<file path="config.mk">
export PLATFORM = sky130hd
export DESIGN_NAME = hf_symbol_histogram
export DESIGN_NICKNAME = d
export VERILOG_FILES = /design/src/rtl/hf_pkg.sv /design/src/rtl/hf_nibble_deser.sv /design/src/rtl/hf_symbol_histogram.sv
export SDC_FILE = /design/constraint.sdc
export NUM_CORES = 1
export LEC_CHECK = 0
export CORE_ASPECT_RATIO = 1.25
export CORE_MARGIN = 2
export CORE_UTILIZATION = 55
export DETAILED_ROUTE_END_ITERATION = 12
export HOLD_SLACK_MARGIN = 0.06
export PLACE_DENSITY = 0.73
export SYNTH_ARGS = -nofsm -noshare
export SYNTH_HDL_FRONTEND = slang
export SYNTH_SLANG_ARGS = --single-unit
</file>
<file path="constraint.sdc">
create_clock -name CLK -period 3.7 [get_ports CLK]
set_clock_uncertainty 0.05 [all_clocks]
set_input_delay 0.74 -clock CLK [delete_from_list [all_inputs] [get_ports CLK]]
set_output_delay 0.74 -clock CLK [all_outputs]
set_load 0.02 [all_outputs]
</file>
<file path="src/rtl/hf_pkg.sv">
// -----------------------------------------------------------------------------
// hf_pkg
// Shared definitions for the hf_compression datapath.
//   SYM_W        : width of one compression symbol (a nibble)
//   NUM_SYMS     : number of distinct symbol values
//   hist_state_e : states of the symbol-histogram controller
// -----------------------------------------------------------------------------
package hf_pkg;

  localparam int SYM_W    = 4;
  localparam int NUM_SYMS = 16;

  typedef enum logic {
    COLLECT = 1'b0,
    DRAIN   = 1'b1
  } hist_state_e;

endpackage : hf_pkg

</file>
<file path="src/rtl/hf_nibble_deser.sv">
// -----------------------------------------------------------------------------
// hf_nibble_deser
// Serial-to-nibble deserialiser, MSB of each symbol first.
// Ports:
//   i_clk, i_rst  : clock and synchronous active-high reset
//   i_bit         : serial data bit
//   i_bit_en      : i_bit is transferred this cycle
//   i_discard     : drop any partially assembled nibble (bit index back to 0)
//   o_sym         : assembled symbol, valid only while o_sym_valid is high
//   o_sym_valid   : single-cycle pulse on the cycle the 4th bit is accepted
// -----------------------------------------------------------------------------
module hf_nibble_deser
  import hf_pkg::*;
(
  input  logic             i_clk,
  input  logic             i_rst,
  input  logic             i_bit,
  input  logic             i_bit_en,
  input  logic             i_discard,
  output logic [SYM_W-1:0] o_sym,
  output logic             o_sym_valid
);

  logic [1:0]       r_bit_idx;
  logic [SYM_W-2:0] r_shreg;

  // The symbol is presented combinationally so the counter array can update on
  // the same edge that accepts the last bit.
  assign o_sym_valid = i_bit_en && (r_bit_idx == 2'd3);
  assign o_sym       = {r_shreg, i_bit};

  always_ff @(posedge i_clk) begin
    if (i_rst) begin
      r_bit_idx <= 2'd0;
      r_shreg   <= '0;
    end else if (i_discard) begin
      // A nibble completing on the discard cycle has already been emitted via
      // o_sym; whatever remains is a partial nibble and is dropped.
      r_bit_idx <= 2'd0;
      r_shreg   <= '0;
    end else if (i_bit_en) begin
      r_bit_idx <= r_bit_idx + 2'd1;
      r_shreg   <= {r_shreg[SYM_W-3:0], i_bit};
    end
  end

endmodule : hf_nibble_deser

</file>
<file path="src/rtl/hf_symbol_histogram.sv">
// -----------------------------------------------------------------------------
// hf_symbol_histogram
// Upstream stage of hf_compression. Deserialises the bit stream into 4-bit
// symbols, counts each symbol value over one page, then streams the 16
// (symbol, count) pairs to the tree-construction logic before starting the
// next page.
// Parameters:
//   PAGE_SYMS : symbols per page
//   CNT_W     : count width, must hold PAGE_SYMS
// Ports:
//   CLK, Reset   : clock and synchronous active-high reset
//   val_in       : serial data bit (MSB of each symbol first)
//   val_in_valid : val_in valid; transfers when val_in_valid && in_ready
//   in_ready     : block accepts bits (high while collecting)
//   flush        : single-cycle request to end the page early
//   sym_out      : symbol of the current histogram entry
//   cnt_out      : occurrence count of sym_out in the finished page
//   hist_valid   : histogram entry valid
//   hist_ready   : consumer accepts the entry
//   hist_last    : high with entry 15
//   page_syms    : total symbols in the page being drained
// -----------------------------------------------------------------------------
module hf_symbol_histogram
  import hf_pkg::*;
#(
  parameter int PAGE_SYMS = 256,
  parameter int CNT_W     = 9
) (
  input  logic             CLK,
  input  logic             Reset,
  input  logic             val_in,
  input  logic             val_in_valid,
  output logic             in_ready,
  input  logic             flush,
  output logic [SYM_W-1:0] sym_out,
  output logic [CNT_W-1:0] cnt_out,
  output logic             hist_valid,
  input  logic             hist_ready,
  output logic             hist_last,
  output logic [CNT_W-1:0] page_syms
);

  if (CNT_W < $clog2(PAGE_SYMS + 1)) begin : g_bad_cnt_w
    $error("hf_symbol_histogram: CNT_W too narrow to hold PAGE_SYMS");
  end

  if (PAGE_SYMS < 1) begin : g_bad_page
    $error("hf_symbol_histogram: PAGE_SYMS must be at least 1");
  end

  localparam logic [CNT_W-1:0] PAGE_FULL  = CNT_W'(PAGE_SYMS);
  localparam logic [SYM_W-1:0] LAST_ENTRY = SYM_W'(NUM_SYMS - 1);

  hist_state_e      r_state;
  logic [CNT_W-1:0] r_sym_cnt;
  logic [CNT_W-1:0] r_page_syms;
  logic [SYM_W-1:0] r_entry;
  logic [CNT_W-1:0] r_count [NUM_SYMS];

  logic             w_bit_en;
  logic             w_discard;
  logic             w_sym_valid;
  logic [SYM_W-1:0] w_sym;
  logic [CNT_W-1:0] w_sym_cnt_nxt;
  logic             w_page_full;
  logic             w_flush_end;

  assign in_ready   = (r_state == COLLECT);
  assign hist_valid = (r_state == DRAIN);

  assign w_bit_en  = val_in_valid && in_ready;
  // Flush only has meaning while collecting; in DRAIN the deserialiser is idle.
  assign w_discard = flush && in_ready;

  hf_nibble_deser u_deser (
    .i_clk       (CLK),
    .i_rst       (Reset),
    .i_bit       (val_in),
    .i_bit_en    (w_bit_en),
    .i_discard   (w_discard),
    .o_sym       (w_sym),
    .o_sym_valid (w_sym_valid)
  );

  // Symbol total including a symbol completing this cycle, so that a flush on
  // the final bit of a symbol counts it before closing the page.
  assign w_sym_cnt_nxt = r_sym_cnt + CNT_W'(w_sym_valid);
  assign w_page_full   = w_sym_valid && (w_sym_cnt_nxt == PAGE_FULL);
  assign w_flush_end   = flush && (w_sym_cnt_nxt != '0);

  always_ff @(posedge CLK) begin
    if (Reset) begin
      r_state     <= COLLECT;
      r_sym_cnt   <= '0;
      r_page_syms <= '0;
      r_entry     <= '0;
      for (int i = 0; i < NUM_SYMS; i++) begin
        r_count[i] <= '0;
      end
    end else begin
      case (r_state)
        COLLECT: begin
          if (w_sym_valid) begin
            r_count[w_sym] <= r_count[w_sym] + CNT_W'(1);
            r_sym_cnt      <= w_sym_cnt_nxt;
          end
          if (w_page_full || w_flush_end) begin
            r_state     <= DRAIN;
            r_page_syms <= w_sym_cnt_nxt;
            r_entry     <= '0;
          end
        end
        DRAIN: begin
          if (hist_ready) begin
            // Clearing each bin as it leaves means the array is zero by the
            // time the next page starts, with no separate clear pass.
            r_count[r_entry] <= '0;
            r_entry          <= r_entry + SYM_W'(1);
            if (r_entry == LAST_ENTRY) begin
              r_state   <= COLLECT;
              r_sym_cnt <= '0;
            end
          end
        end
        default: r_state <= COLLECT;
      endcase
    end
  end

  assign sym_out   = r_entry;
  assign cnt_out   = r_count[r_entry];
  assign hist_last = hist_valid && (r_entry == LAST_ENTRY);
  assign page_syms = r_page_syms;

endmodule : hf_symbol_histogram

</file>
# == Yosys cells after proc, flatten, opt, wreduce, memory -nomap -nowiden ==
# Memories as Yosys holds them, arrays and structs flattened. A register that Yosys moved wholly into a read port is not among the register bits.
# Index checks and enable logic that the tools add are counted.
# word_totals
ramBits,144
inputBits,6
n_memories,1
register_bits,28
# classes
muxes,29
n_eq_ne,7
reduce_logical,14
bitwise,1
n_addsub,4
# mem_list
memory,depth,word_bits,read_ports,rd_clocked_by_memory_dff,wr,line_no,rtl
r_count,16,9,2,1,16,hf_symbol_histogram.sv:58,logic [CNT_W-1:0] r_count [NUM_SYMS];
# op_table
cell,n
two-way mux 9 bit,5
two-way mux 4 bit,6
case mux 9 bit (2 select lines),1
OR reduction 9 bit,2
two-way mux 1 bit,15
adder 9 x 1 -> 9 bit,1
"adder 9 x 1 -> 9 bit, second input constant",1
"equality test 9 bit, second input constant",1
nonzero test 9 bit,1
case mux 4 bit (2 select lines),1
logical AND 1 bit,6
"inequality test 2 x 1 -> 1 bit, second input constant",3
"adder 4 x 1 -> 4 bit, second input constant",1
"equality test 4 bit, second input constant",1
AND reduction 2 bit,2
AND reduction 3 bit,1
"adder 2 x 1 -> 2 bit, second input constant",1
"equality test 2 bit, second input constant",1
"inequality test 2 bit, second input constant",1
case mux 1 bit (2 select lines),1
OR reduction 2 bit,1
logical OR 1 bit,1
inverter 1 bit,1

# == Depth between registers and ports, before layout ==
# Gate-level depths: netlist of run 1.
# logic_depth
depth_word,11
depth_mapped,12

# == By module ==
# From an unflattened synthesis of run 1, not the netlist that was laid out.
# hier_totals
cells_unflattened,702
area_unflattened_um2,9381.5
# by_module_without_submodules
module,cells_per_inst,n_inst,area_each_um2,seq_area_each_um2
hf_symbol_histogram,683,1,9168.8,4864.7
hf_nibble_deser,19,1,212.7,100.1

# == Worst setup path before layout of run 1 ==
# OpenSTA, ideal clock, no wires.
# synth_timing
path_kind,input port to flip-flop
start,input val_in_valid
end,register with a tool-made name
n_path_buf,2
t_arrival_ns,3.031
setup_time_ns,0.131
required_time_ns,3.519
slack_ns,0.488
path_stages,11
cell_sequence,and3b_1 clkbuf_1 and2_1 ha_1 and2_1 and3_1 xnor2_1 a41oi_1 nor2_1 clkbuf_1 o21ai_0
# synth_rtl
item,line_no,rtl
"start, declared",hf_symbol_histogram.sv:32,"input logic val_in_valid,"

==> reports/qor.csv, run 1 <==
metric;value;unit
Synth Area in XOR/XNOR;1.33;%
clock edge transition at the registers on the reported setup and hold paths;0.06;ns
Die X;120;µm
YS warnings;0;
Die Ht;149;µm
M2 GR Usage;49.5;%
Post-Synth Adder-Cell Area;0.544;%
RSZ-0062 raised after global routing;false;
Initial Util;56.5;%
largest area contributor in the netlist;edfxtp_1;
H-tree Lvls;4;
max incr delay on CP;0.57;ns
via count;6572;
largest family of logic cells by synthesized area;multiplexers;
DRT Wirelength;23600;µm
antenna viol nets, final;0;
critical path's top delay family;multiplexers;
most frequent cell after synthesis;edfxtp_1;
multiplexer area fraction after synthesis;20.7;%
ys flop type;edfxtp_1;
Synth Area in Compound Gates;9.37;%
vias in the first global route;6819;
crit path DAT;2.77;ns
Via-to-Cell Ratio;6.82;
final hold vios;0;
Root Buffer;clkbuf_16;
setup_tns;0;ns
most used routing layer;met2;
number of I/O port buffers;30;
IO Pins;31;
Max Cap Viol;0;
Power Density;426;nW/µm²
CP most frequent cell;mux4_2;
Cell Chain, Critical Path;buf_12 > mux4_2 > mux4_2 > clkdlybuf4s50_1;
Critical-path top delay cell;mux4_2;
Avg Inst Size Synth;13.1;µm²
met3 usage in global routing;4.95;%
Post-synth ARST share;0;%
Crit Path Max Fanout;19;
Final Core Density;64.4;%
CTS tree;built;
Area Growth Syn to Fin;13.9;%
post-synthesis simple-gate area fraction;10.7;%
Worst-Margin Slew;1.20;ns
Final setup violation count;0;
CP Capture Type;primary output;
top post-synthesis cells by count;edfxtp_1 (144), nor2_1 (99), mux4_2 (74);
Tot GR Track Use;28.1;%
global-route wire length before repair;36800;µm
post-synth top area share;47.0;%
status;finished, final reports clean;
layout cell share with drive strength beyond 1;20.9;%
critical path startpoint category;register;
register area share after synthesis;54.0;%
fill count;1211;
Remaining Overflow, GRT;0;
max-slew violations;0;
worst path buffer plus inverter count;2;
post-DP HPWL;16500;µm
ranking of synthesized cells by area;edfxtp_1 (47%), mux4_2 (18%), dfxtp_1 (7.0%), nor2_1 (4.0%), a21oi_1 (3.9%);
die area;17800;µm²
worst vdd ir;240;µV
clk sinks;176;
EDFF count, synth;144;
fin crit share;96.2;%
DR pass1 iterations;5;
clk_lat worst skew;0.43;ns
gpl congestion;0.850;
Static Leakage;3.50;nW
CP required;2.91;ns
max_slew headroom;19.3;%
core area;16300;µm²
Mapped Nets;714;
Clock Path Buffers;2;
# rows;52;
maximum number of pins on one net before global-route repair;37;
worst hold path class;reg -> reg;
Nets;745;
post-synthesis cell count;704;
initial antenna violation count;0;
DRC violations left;0;
Setup Crit Path Kind;reg -> out;
grt met1 use;32.8;%
register bit count reported by yosys;176;
Antenna Cells;0;
fmax;281;MHz
CTS buffer count;17;
Routed wire per std cell;24.5;µm
Post-Syn Area;9200;µm²
initial DRC count;723;
Final min period;3.56;ns
post-synth cell types;47;
-- state kept, by name, summed over array words and instances, names as in the netlist, named ones only --
signal	cells
r_count	144
page_syms	9
r_sym_cnt	9
sym_out	4
u_deser.r_shreg	3
u_deser.r_bit_idx	2
hist_valid	1
-- routing by layer --
metal | wire length [µm] | vias up
li1 | - | 2814
met1 | 8190 | 3297
met2 | 12700 | 378
met3 | 1680 | 83
met4 | 1050 | 0
met5 | 0 | -
-- worst paths after layout --
kind	startpoint	to	slack, ns	depth (start not counted)
max	register	cnt_out[0]	0.14	4
min	page_syms[1]	page_syms[1]	0.44	2
max reg2reg	u_deser.r_shreg[2]	r_count[3][6]	0.65	7
min reg2reg	page_syms[1]	page_syms[1]	0.44	2
-- worst reg2reg max path: stages, from the launching register on --
cell,delay [ns]
dfxtp_1,0.52
and2_1,0.41
a22oi_1,0.17
nand2_1,0.16
ha_1,0.24
inv_1,0.10
o21ai_1,0.94
a21oi_1,0.16
-- stage by stage --
step / hold WS, ns / worst slack (ns) / instances / area [µm²] / power (mW)
finish: 0.436 / 0.142 / 964 / 10500 / 4.46
global route: 0.485 / 0.0663 / 964 / 10500 / 4.56
CTS: 0.435 / 0.109 / 964 / 10500 / 4.47
detailed placement: 0.422 / 0.157 / 932 / 9840 / 2.55
global placement: 0.417 / 0.286 / 932 / 9840 / 2.54
floorplan: 0.426 / 0.488 / 704 / 9200 / 2.44
-- cell usage in the layout, fill, tap and decap left out, types with 6 or more instances in the layout --
cell / synthesis / routed
nand3_1: 30 / 30
or3_1: 6 / 6
nor3_1: 8 / 8
clkdlybuf4s50_1: 0 / 29
o21ai_0: 10 / 10
a21oi_1: 72 / 72
xor2_1: 6 / 6
nor2_1: 99 / 99
mux4_1: 8 / 8
a211oi_1: 8 / 8
mux4_2: 74 / 74
a21oi_2: 10 / 10
and2_1: 6 / 6
nand2_1: 51 / 51
a22oi_1: 20 / 20
inv_1: 9 / 9
buf_4: 1 / 33
clkbuf_16: 0 / 17
xnor2_1: 8 / 8
edfxtp_1: 144 / 144
dfxtp_1: 32 / 30
-- what timing repair did --
item	in CTS	in global routing
resized for setup	1	0
hold buffers	0	0
setup buffers	0	0
endpoints found under the setup margin	1	0
-- report_power, final --
group	total, mW	internal (mW)	leakage [nW]	switching [mW]
registers	2.22	2.19	1.75	0.0304
logic	0.295	0.116	1.45	0.179
clock network	1.94	1.21	0.307	0.730
total	4.46	3.52	3.50	0.940
-- area by class of cell --
cell class	count	area (µm²)	area share [%]
multi-input combinational	463	3920	37.4
clock inverter	11	189	1.80
tap	216	270	2.58
timing repair buffer	68	643	6.14
sequential	176	4970	47.4
inverter	9	33.8	0.322
clock buffer	21	450	4.30
-- cells by family after synthesis --
group,count (synthesis)
and+or+nand+nor,222
muxes,85
buffers and inverters,65
adders and majority gates,4
xor gates and xnor gates,14
AOI/OAI and AO/OA,138
DFF,176
No activity file was read; power rests on OpenSTA's default activity.
==> inputs of run 2 (changes only) <==
--- a/config.mk
+++ b/config.mk
@@ -5,6 +5,7 @@
 export SDC_FILE = /design/constraint.sdc
 export NUM_CORES = 1
 export LEC_CHECK = 0
+export ABC_CLOCK_PERIOD_IN_PS = 3700
 export CORE_ASPECT_RATIO = 1.25
 export CORE_MARGIN = 2
 export CORE_UTILIZATION = 55
==> results of run 2 <==
No change in the layout: final DEF, timing and power equal those of run 1.
==> inputs of run 3 (changes only) <==
--- a/config.mk
+++ b/config.mk
@@ -11,6 +11,7 @@
 export CORE_UTILIZATION = 55
 export DETAILED_ROUTE_END_ITERATION = 12
 export HOLD_SLACK_MARGIN = 0.06
+export MAX_ROUTING_LAYER = met4
 export PLACE_DENSITY = 0.73
 export SYNTH_ARGS = -nofsm -noshare
 export SYNTH_HDL_FRONTEND = slang
==> run 3 against run 2 <==
  * Fmax hardly changed
  * Utilization stayed put
  * Worst setup slack worse by 0.00082 ns
  * Hold slack worse by 0.0042 ns
  * Clock-buffer cell count stayed put
  * Combinational power hardly changed
  * Final cell count stayed put
  * Largest power group unchanged
==> reports/qor.csv, run 3 (synthesis results as in run 1) <==
metric;value;unit
commonest non-fill, non-tap cell in the layout;edfxtp_1;
max reg flops;144;
global-route wire length before repair;36800;µm
CTS buffer count;17;
max-slew violations;0;
fin area;10500;µm²
vias in the first global route;6797;
Area Growth Syn to Fin;13.9;%
Hold Buf Count CTS;0;
RSZ-0062 raised after global routing;false;
Critical-path top delay cell;mux4_2;
Final min period;3.56;ns
CP Capture Type;primary output;
DR pass1 iterations;6;
Die Ht;149;µm
IO Pins;31;
core area;16300;µm²
CP required;2.91;ns
worst hold path class;reg -> reg;
total power;4.46;mW
Max Cap Viol;0;
placed cell areas;9840;µm²
fill count;1211;
post-DP HPWL;16500;µm
Die X;120;µm
max incr delay on CP;0.55;ns
layout cell share with drive strength beyond 1;20.9;%
Routed wire per std cell;24.6;µm
Biggest register;r_count;
Initial Util;56.5;%
Crit Path Max Fanout;19;
Static Leakage;3.50;nW
clk_lat worst skew;0.44;ns
Clock Path Buffers;2;
gpl congestion;0.863;
CP most frequent cell;mux4_2;
DRC violations left;0;
Cell Chain, Critical Path;buf_12 > mux4_2 > mux4_2 > clkdlybuf4s50_1;
max_slew headroom;18.8;%
Setup Crit Path Kind;reg -> out;
Worst-Margin Slew;1.21;ns
clk sinks;176;
Root Buffer;clkbuf_16;
commonest non-fill, non-tap cells in the layout;edfxtp_1 (144), nor2_1 (99), mux4_2 (74), a21oi_1 (72), nand2_1 (51);
maximum number of pins on one net before global-route repair;37;
Antenna Cells;0;
worst vdd ir;239;µV
die area;17800;µm²
initial DRC count;739;
antenna viol nets, final;0;
critical path startpoint category;register;
fmax;281;MHz
Tot GR Track Use;29.0;%
# rows;52;
initial antenna violation count;0;
final hold vios;0;
setup_tns;0;ns
via count;6609;
Via-to-Cell Ratio;6.86;
clock edge transition at the registers on the reported setup and hold paths;0.06;ns
Power Density;426;nW/µm²
DRT Wirelength;23700;µm
Remaining Overflow, GRT;0;
crit path DAT;2.77;ns
number of I/O port buffers;30;
H-tree Lvls;4;
CTS tree;built;
Nets;745;
status;finished, final reports clean;
Final setup violation count;0;
fin crit share;96.2;%
==> run 3: cell counts in the layout (fill, tap and decap cells not counted) <==
Identical to the previous run, type by type.
==> run 3: power by group <==
part / leakage, nW / internal (mW) / switching [mW]
Sequential: 1.75 / 2.19 / 0.0309
Clock: 0.307 / 1.21 / 0.732
Combinational: 1.45 / 0.116 / 0.179
==> run 3: per-layer routing <==
layer / track usage (%) / routed length [µm] / up-vias
met1: 33.2 / 8200 / 3304
li1: - / - / 2812
met4: 14.9 / 965 / 0
met3: 4.79 / 1700 / 76
met5: - / 0 / -
met2: 49.3 / 12800 / 417
==> run 3: what timing repair did <==
| action | in CTS | in global routing |
|---|---|---|
| gates resized for setup | 1 | 0 |
| setup endpoints to repair | 1 | 0 |
| setup buffers | 0 | 0 |
==> run 3: cell type report <==
cell class / instances / area [µm²] / area share [%]
well taps: 216 / 270 / 2.58
multi-input cells: 463 / 3920 / 37.4
inverters: 9 / 33.8 / 0.322
clock buffers: 21 / 450 / 4.30
clock inverters: 11 / 189 / 1.80
repair buffers: 68 / 643 / 6.14
flip-flops and latches: 176 / 4970 / 47.4
==> run 3: path summary, 6_finish.rpt <==
kind              endpoint                from  depth (start not counted)  slack [ns]
max reg2reg  r_count[8][6]  u_deser.r_shreg[1]                          7        0.65
min reg2reg   page_syms[1]        page_syms[1]                          2        0.43
min           page_syms[1]        page_syms[1]                          2        0.43
max             cnt_out[6]            register                          4        0.14
==> run 3: per-stage QoR <==
stage	hold WS [ns]	instances	worst slack [ns]	util (%)
after floorplan	0.426	704	0.488	-
after global placement	0.417	932	0.286	60.5
after detailed placement	0.422	932	0.157	60.5
after CTS	0.435	964	0.109	64.4
after global routing	0.485	964	0.0662	64.4
final	0.432	964	0.141	64.4
==> run 3: worst max-delay path: cells and delay by family (launching register included) <==
kind | cells | cell delay, ns
buf+inv | 2 | 0.79
flops | 1 | 0.47
mux | 2 | 1.05
==> edit 1: new RTL, config.mk and constraints of run 1 <==
Put a register stage on the output `cnt_out`, with the module's reset. The value now appears one clock later. The other outputs are not delayed to match.
--- a/src/rtl/hf_symbol_histogram.sv
+++ b/src/rtl/hf_symbol_histogram.sv
@@ -129,5 +129,11 @@
 
   assign sym_out   = r_entry;
-  assign cnt_out   = r_count[r_entry];
+  always_ff @(posedge CLK) begin
+    if (Reset) begin
+      cnt_out <= '0;
+    end else begin
+      cnt_out <= r_count[r_entry];
+    end
+  end
   assign hist_last = hist_valid && (r_entry == LAST_ENTRY);
   assign page_syms = r_page_syms;
Behaviour: not the same (a bounded check fails within 10 cycles, from zero or initial values and one cycle with Reset high).
==> edit 1 against run 1 <==
Cell area rose by 3.3%. Wire length rose by 10%. Critical path depth rose by 7. Sequential power rose by 3%. Area after synthesis rose by 3.7%. Maximum frequency rose by 5.5%. Sequential share of layout area fell by 0.61 points. Sequential cell count rose by 5. Setup slack improved by 0.19 ns. Hold slack improved by 0.00091 ns. Synthesized cell count rose by 5.5%. Power fell by 1.9%. Critical path type is now input port to flip-flop.
==> edit 1: results <==
metrics = {
    "placed_design": {
        "placed_cell_area_sq_um": 10300,
        "hpwl_microns": 18500,
        "gp_congestion": 0.944,
        "dp_slack_ns": -0.0582,
    },
    "synthesis": {
        "ys_seq_area_share_pct": 53.1,
        "ys_types": 59,
        "syn_nets": 753,
        "synthTopCellsByCount": "edfxtp_1, nor2_1, mux4_2",
    },
    "cts": {
        "cts_resized": 0,
    },
    "detailed_routing": {
        "viasPerCell": 6.80,
        "wl_met2_microns": 13500,
        "met1_length_microns": 9160,
        "dr.pass1.iters": 8,
        "wl_microns": 26100,
        "wl_met3_microns": 2120,
    },
    "global_routing": {
        "use_met3_pct": 5.50,
        "use_met2_pct": 52.0,
        "grt_use_met1_pct": 34.9,
        "grt_first_pass_wirelength_microns": 40000,
    },
    "worst_setup_path": {
        "cp-endpoint": "r_count[0][4]$_SDFFCE_PN0P_",
        "r2r-end": "r_count[8][6]$_SDFFCE_PN0P_",
        "r2r_slack_ns": 0.51,
        "crit-reg2reg-launch": "u_deser.r_shreg[1]$_SDFFE_PP0P_",
        "crit_arrival_ns": 3.49,
        "slowest_delay_ns": 0.55,
    },
    "final_layout": {
        "nets": 796,
        "drive_gt1_share_pct": 23.2,
    },
    "status": {
        "status": "complete, no violations",
    },
    "sta": {
        "slew_headroom_pct": 18.3,
        "setup_slack_ns": 0.327,
    },
    "pwr": {
        "peakVddDrop_mv": 0.270,
        "p_seq_share_pct": 52.1,
        "pwr-share-clk_pct": 40.3,
        "pwr_density_cell_nw_per_um2": 404,
    },
}
==> edit 1: cell families after synthesis <==
kind of cell / Yosys count / share of synthesized area [%]
multiplexers: 100 / 20.7
flip-flops: 181 / 53.1
AND/OR/NAND/NOR: 254 / 12.6
XOR/XNOR: 10 / 0.918
AO/OA/AOI/OAI: 132 / 8.68
adder cells (fa/ha/maj): 4 / 0.525
buffers and inverters: 62 / 3.42
==> edit 1: layout make-up <==
cell class	count	area [sq um]	share of cell area (%)
Tap cell	220	275	2.54
Clock buffer	19	433	4.00
Multi-Input combinational cell	500	4160	38.4
Inverter	3	11.3	0.104
Clock inverter	13	134	1.24
Sequential cell	181	5070	46.8
Timing Repair Buffer	83	743	6.87
==> edit 1: worst max-delay path, delay by kind of cell <==
family / cells / cell delay (ns)
xor gates and xnor gates: 1 / 0.30
AOI/OAI and AO/OA: 2 / 0.50
and+or+nand+nor: 3 / 0.42
buffers and inverters: 3 / 0.72
muxes: 1 / 0.55
adders and majority gates: 1 / 0.24
==> edit 2: new RTL, config.mk and constraints of run 1 <==
Made on the original files. Set the package constant `NUM_SYMS` to 64 (it was 16).
--- a/src/rtl/hf_pkg.sv
+++ b/src/rtl/hf_pkg.sv
@@ -9,5 +9,5 @@
 
   localparam int SYM_W    = 4;
-  localparam int NUM_SYMS = 16;
+  localparam int NUM_SYMS = 64;
 
   typedef enum logic {
Check against the original RTL: no difference found for any inputs over 4 cycles, from zero or initial values and one cycle with Reset high; that may be too few to reach the edited logic, so the function may still have changed.
==> edit 2 against run 1 <==
Power fell by 0.39%. Global-route usage down 0.10 points. Critical endpoint is now cnt_out[2]. Largest cell class unchanged. Cell area is 0.45% higher. Setup slack got worse by 0.012 ns. Wire length rose by 0.58%. Sequential cell count unchanged. Count of clock-buffer cells in the layout decreased by 4. Area after synthesis is 0.54% higher.
==> edit 2: results <==
metrics = {
    "synthesis": {
        "syn_nets": 717,
        "synthTopCellsByCount": "edfxtp_1, nor2_1, a21oi_1",
        "synth_ff_type": "edfxtp_1",
        "syn_avg_cell_area_sq_um": 13.1,
        "ys_types": 48,
        "synth.area.top_cells": "edfxtp_1, mux4_2, dfxtp_1",
    },
    "status": {
        "status": "complete, no violations",
    },
    "pwr": {
        "p_leak_nw": 3.49,
        "peakVddDrop_mv": 0.298,
        "switching_share_pct": 22.3,
        "pwr_density_cell_nw_per_um2": 422,
    },
    "cts": {
        "clk_latency_ns": 0.43,
    },
    "placed_design": {
        "dp_slack_ns": -0.200,
        "gp_congestion": 0.913,
        "hpwl_microns": 16700,
        "placed_cell_area_sq_um": 9890,
        "dp.cells": 939,
    },
    "detailed_routing": {
        "wl_microns": 23800,
        "wl_met3_microns": 1650,
        "drt-initial-drc-count": 557,
        "viasPerCell": 6.70,
        "wl_met2_microns": 13000,
        "met1_length_microns": 8400,
    },
    "final_layout": {
        "fillers": 1247,
        "final_cells": 970,
        "nets": 749,
        "drive_gt1_share_pct": 21.3,
    },
    "worst_setup_path": {
        "crit_arrival_ns": 2.78,
        "critPathMaxFanout": 36,
        "slowest_delay_ns": 0.61,
    },
    "global_routing": {
        "grt.total_usage_pct": 28.0,
        "use_met3_pct": 4.74,
        "grt_use_met1_pct": 33.2,
        "grt_first_pass_wirelength_microns": 37300,
        "use_met2_pct": 50.2,
    },
    "sta": {
        "slew_headroom_pct": 15.5,
    },
}
edit 2: changes by cell type after synthesis, moves of 8 or more:
cell,run 1,this run
a21oi_1,72,87
nand3_1,30,14
nand2b_1,0,36
nand2_1,51,25
nand4_1,4,17
a21oi_2,10,0
mux4_2,74,82
edit 2: final timing paths:
path                                        start                      endpoint  slack, ns  cells past startpoint
setup / recovery                        flip-flop                    cnt_out[2]       0.13                      4
hold / removal          page_syms[8]$_SDFFE_PP0P_     page_syms[8]$_SDFFE_PP0P_       0.45                      2
setup reg to reg  u_deser.r_shreg[2]$_SDFFE_PP0P_  r_count[11][6]$_SDFFCE_PN0P_       0.23                      7
hold reg to reg         page_syms[8]$_SDFFE_PP0P_     page_syms[8]$_SDFFE_PP0P_       0.45                      2
edit 2: area by class of cell:
class	instances	area, sq um	share of cell area, %
multi-input combinational	473	4030	38.3
sequential	176	4970	47.2
timing repair buffer	67	611	5.80
inverter	3	11.3	0.107
tap	220	275	2.62
clock buffer	17	425	4.04
clock inverter	14	201	1.91
edit 2: cell families after synthesis:
group	after synthesis	share of synthesized area, %
AOI/OAI and AO/OA	144	8.94
xor gates and xnor gates	11	1.04
adders and majority gates	5	0.676
buffers and inverters	57	2.80
DFF	176	53.7
muxes	92	21.3
and+or+nand+nor	221	11.6
edit 2: worst reg2reg max path, cell delays in order (launching register included):
cell	delay, ns
dfxtp_1	0.74
and2_1	0.40
a22oi_1	0.15
nand2_1	0.16
ha_1	0.19
nand3_1	0.20
o21ai_1	1.04
a21oi_1	0.22
edit 2: timing repair:
| item | 4_1_cts | 5_1_grt |
|---|---|---|
| endpoints found under the setup margin | 0 | 2 |
| hold endpoints to repair | 0 | 0 |
| gates resized for setup | 0 | 1 |
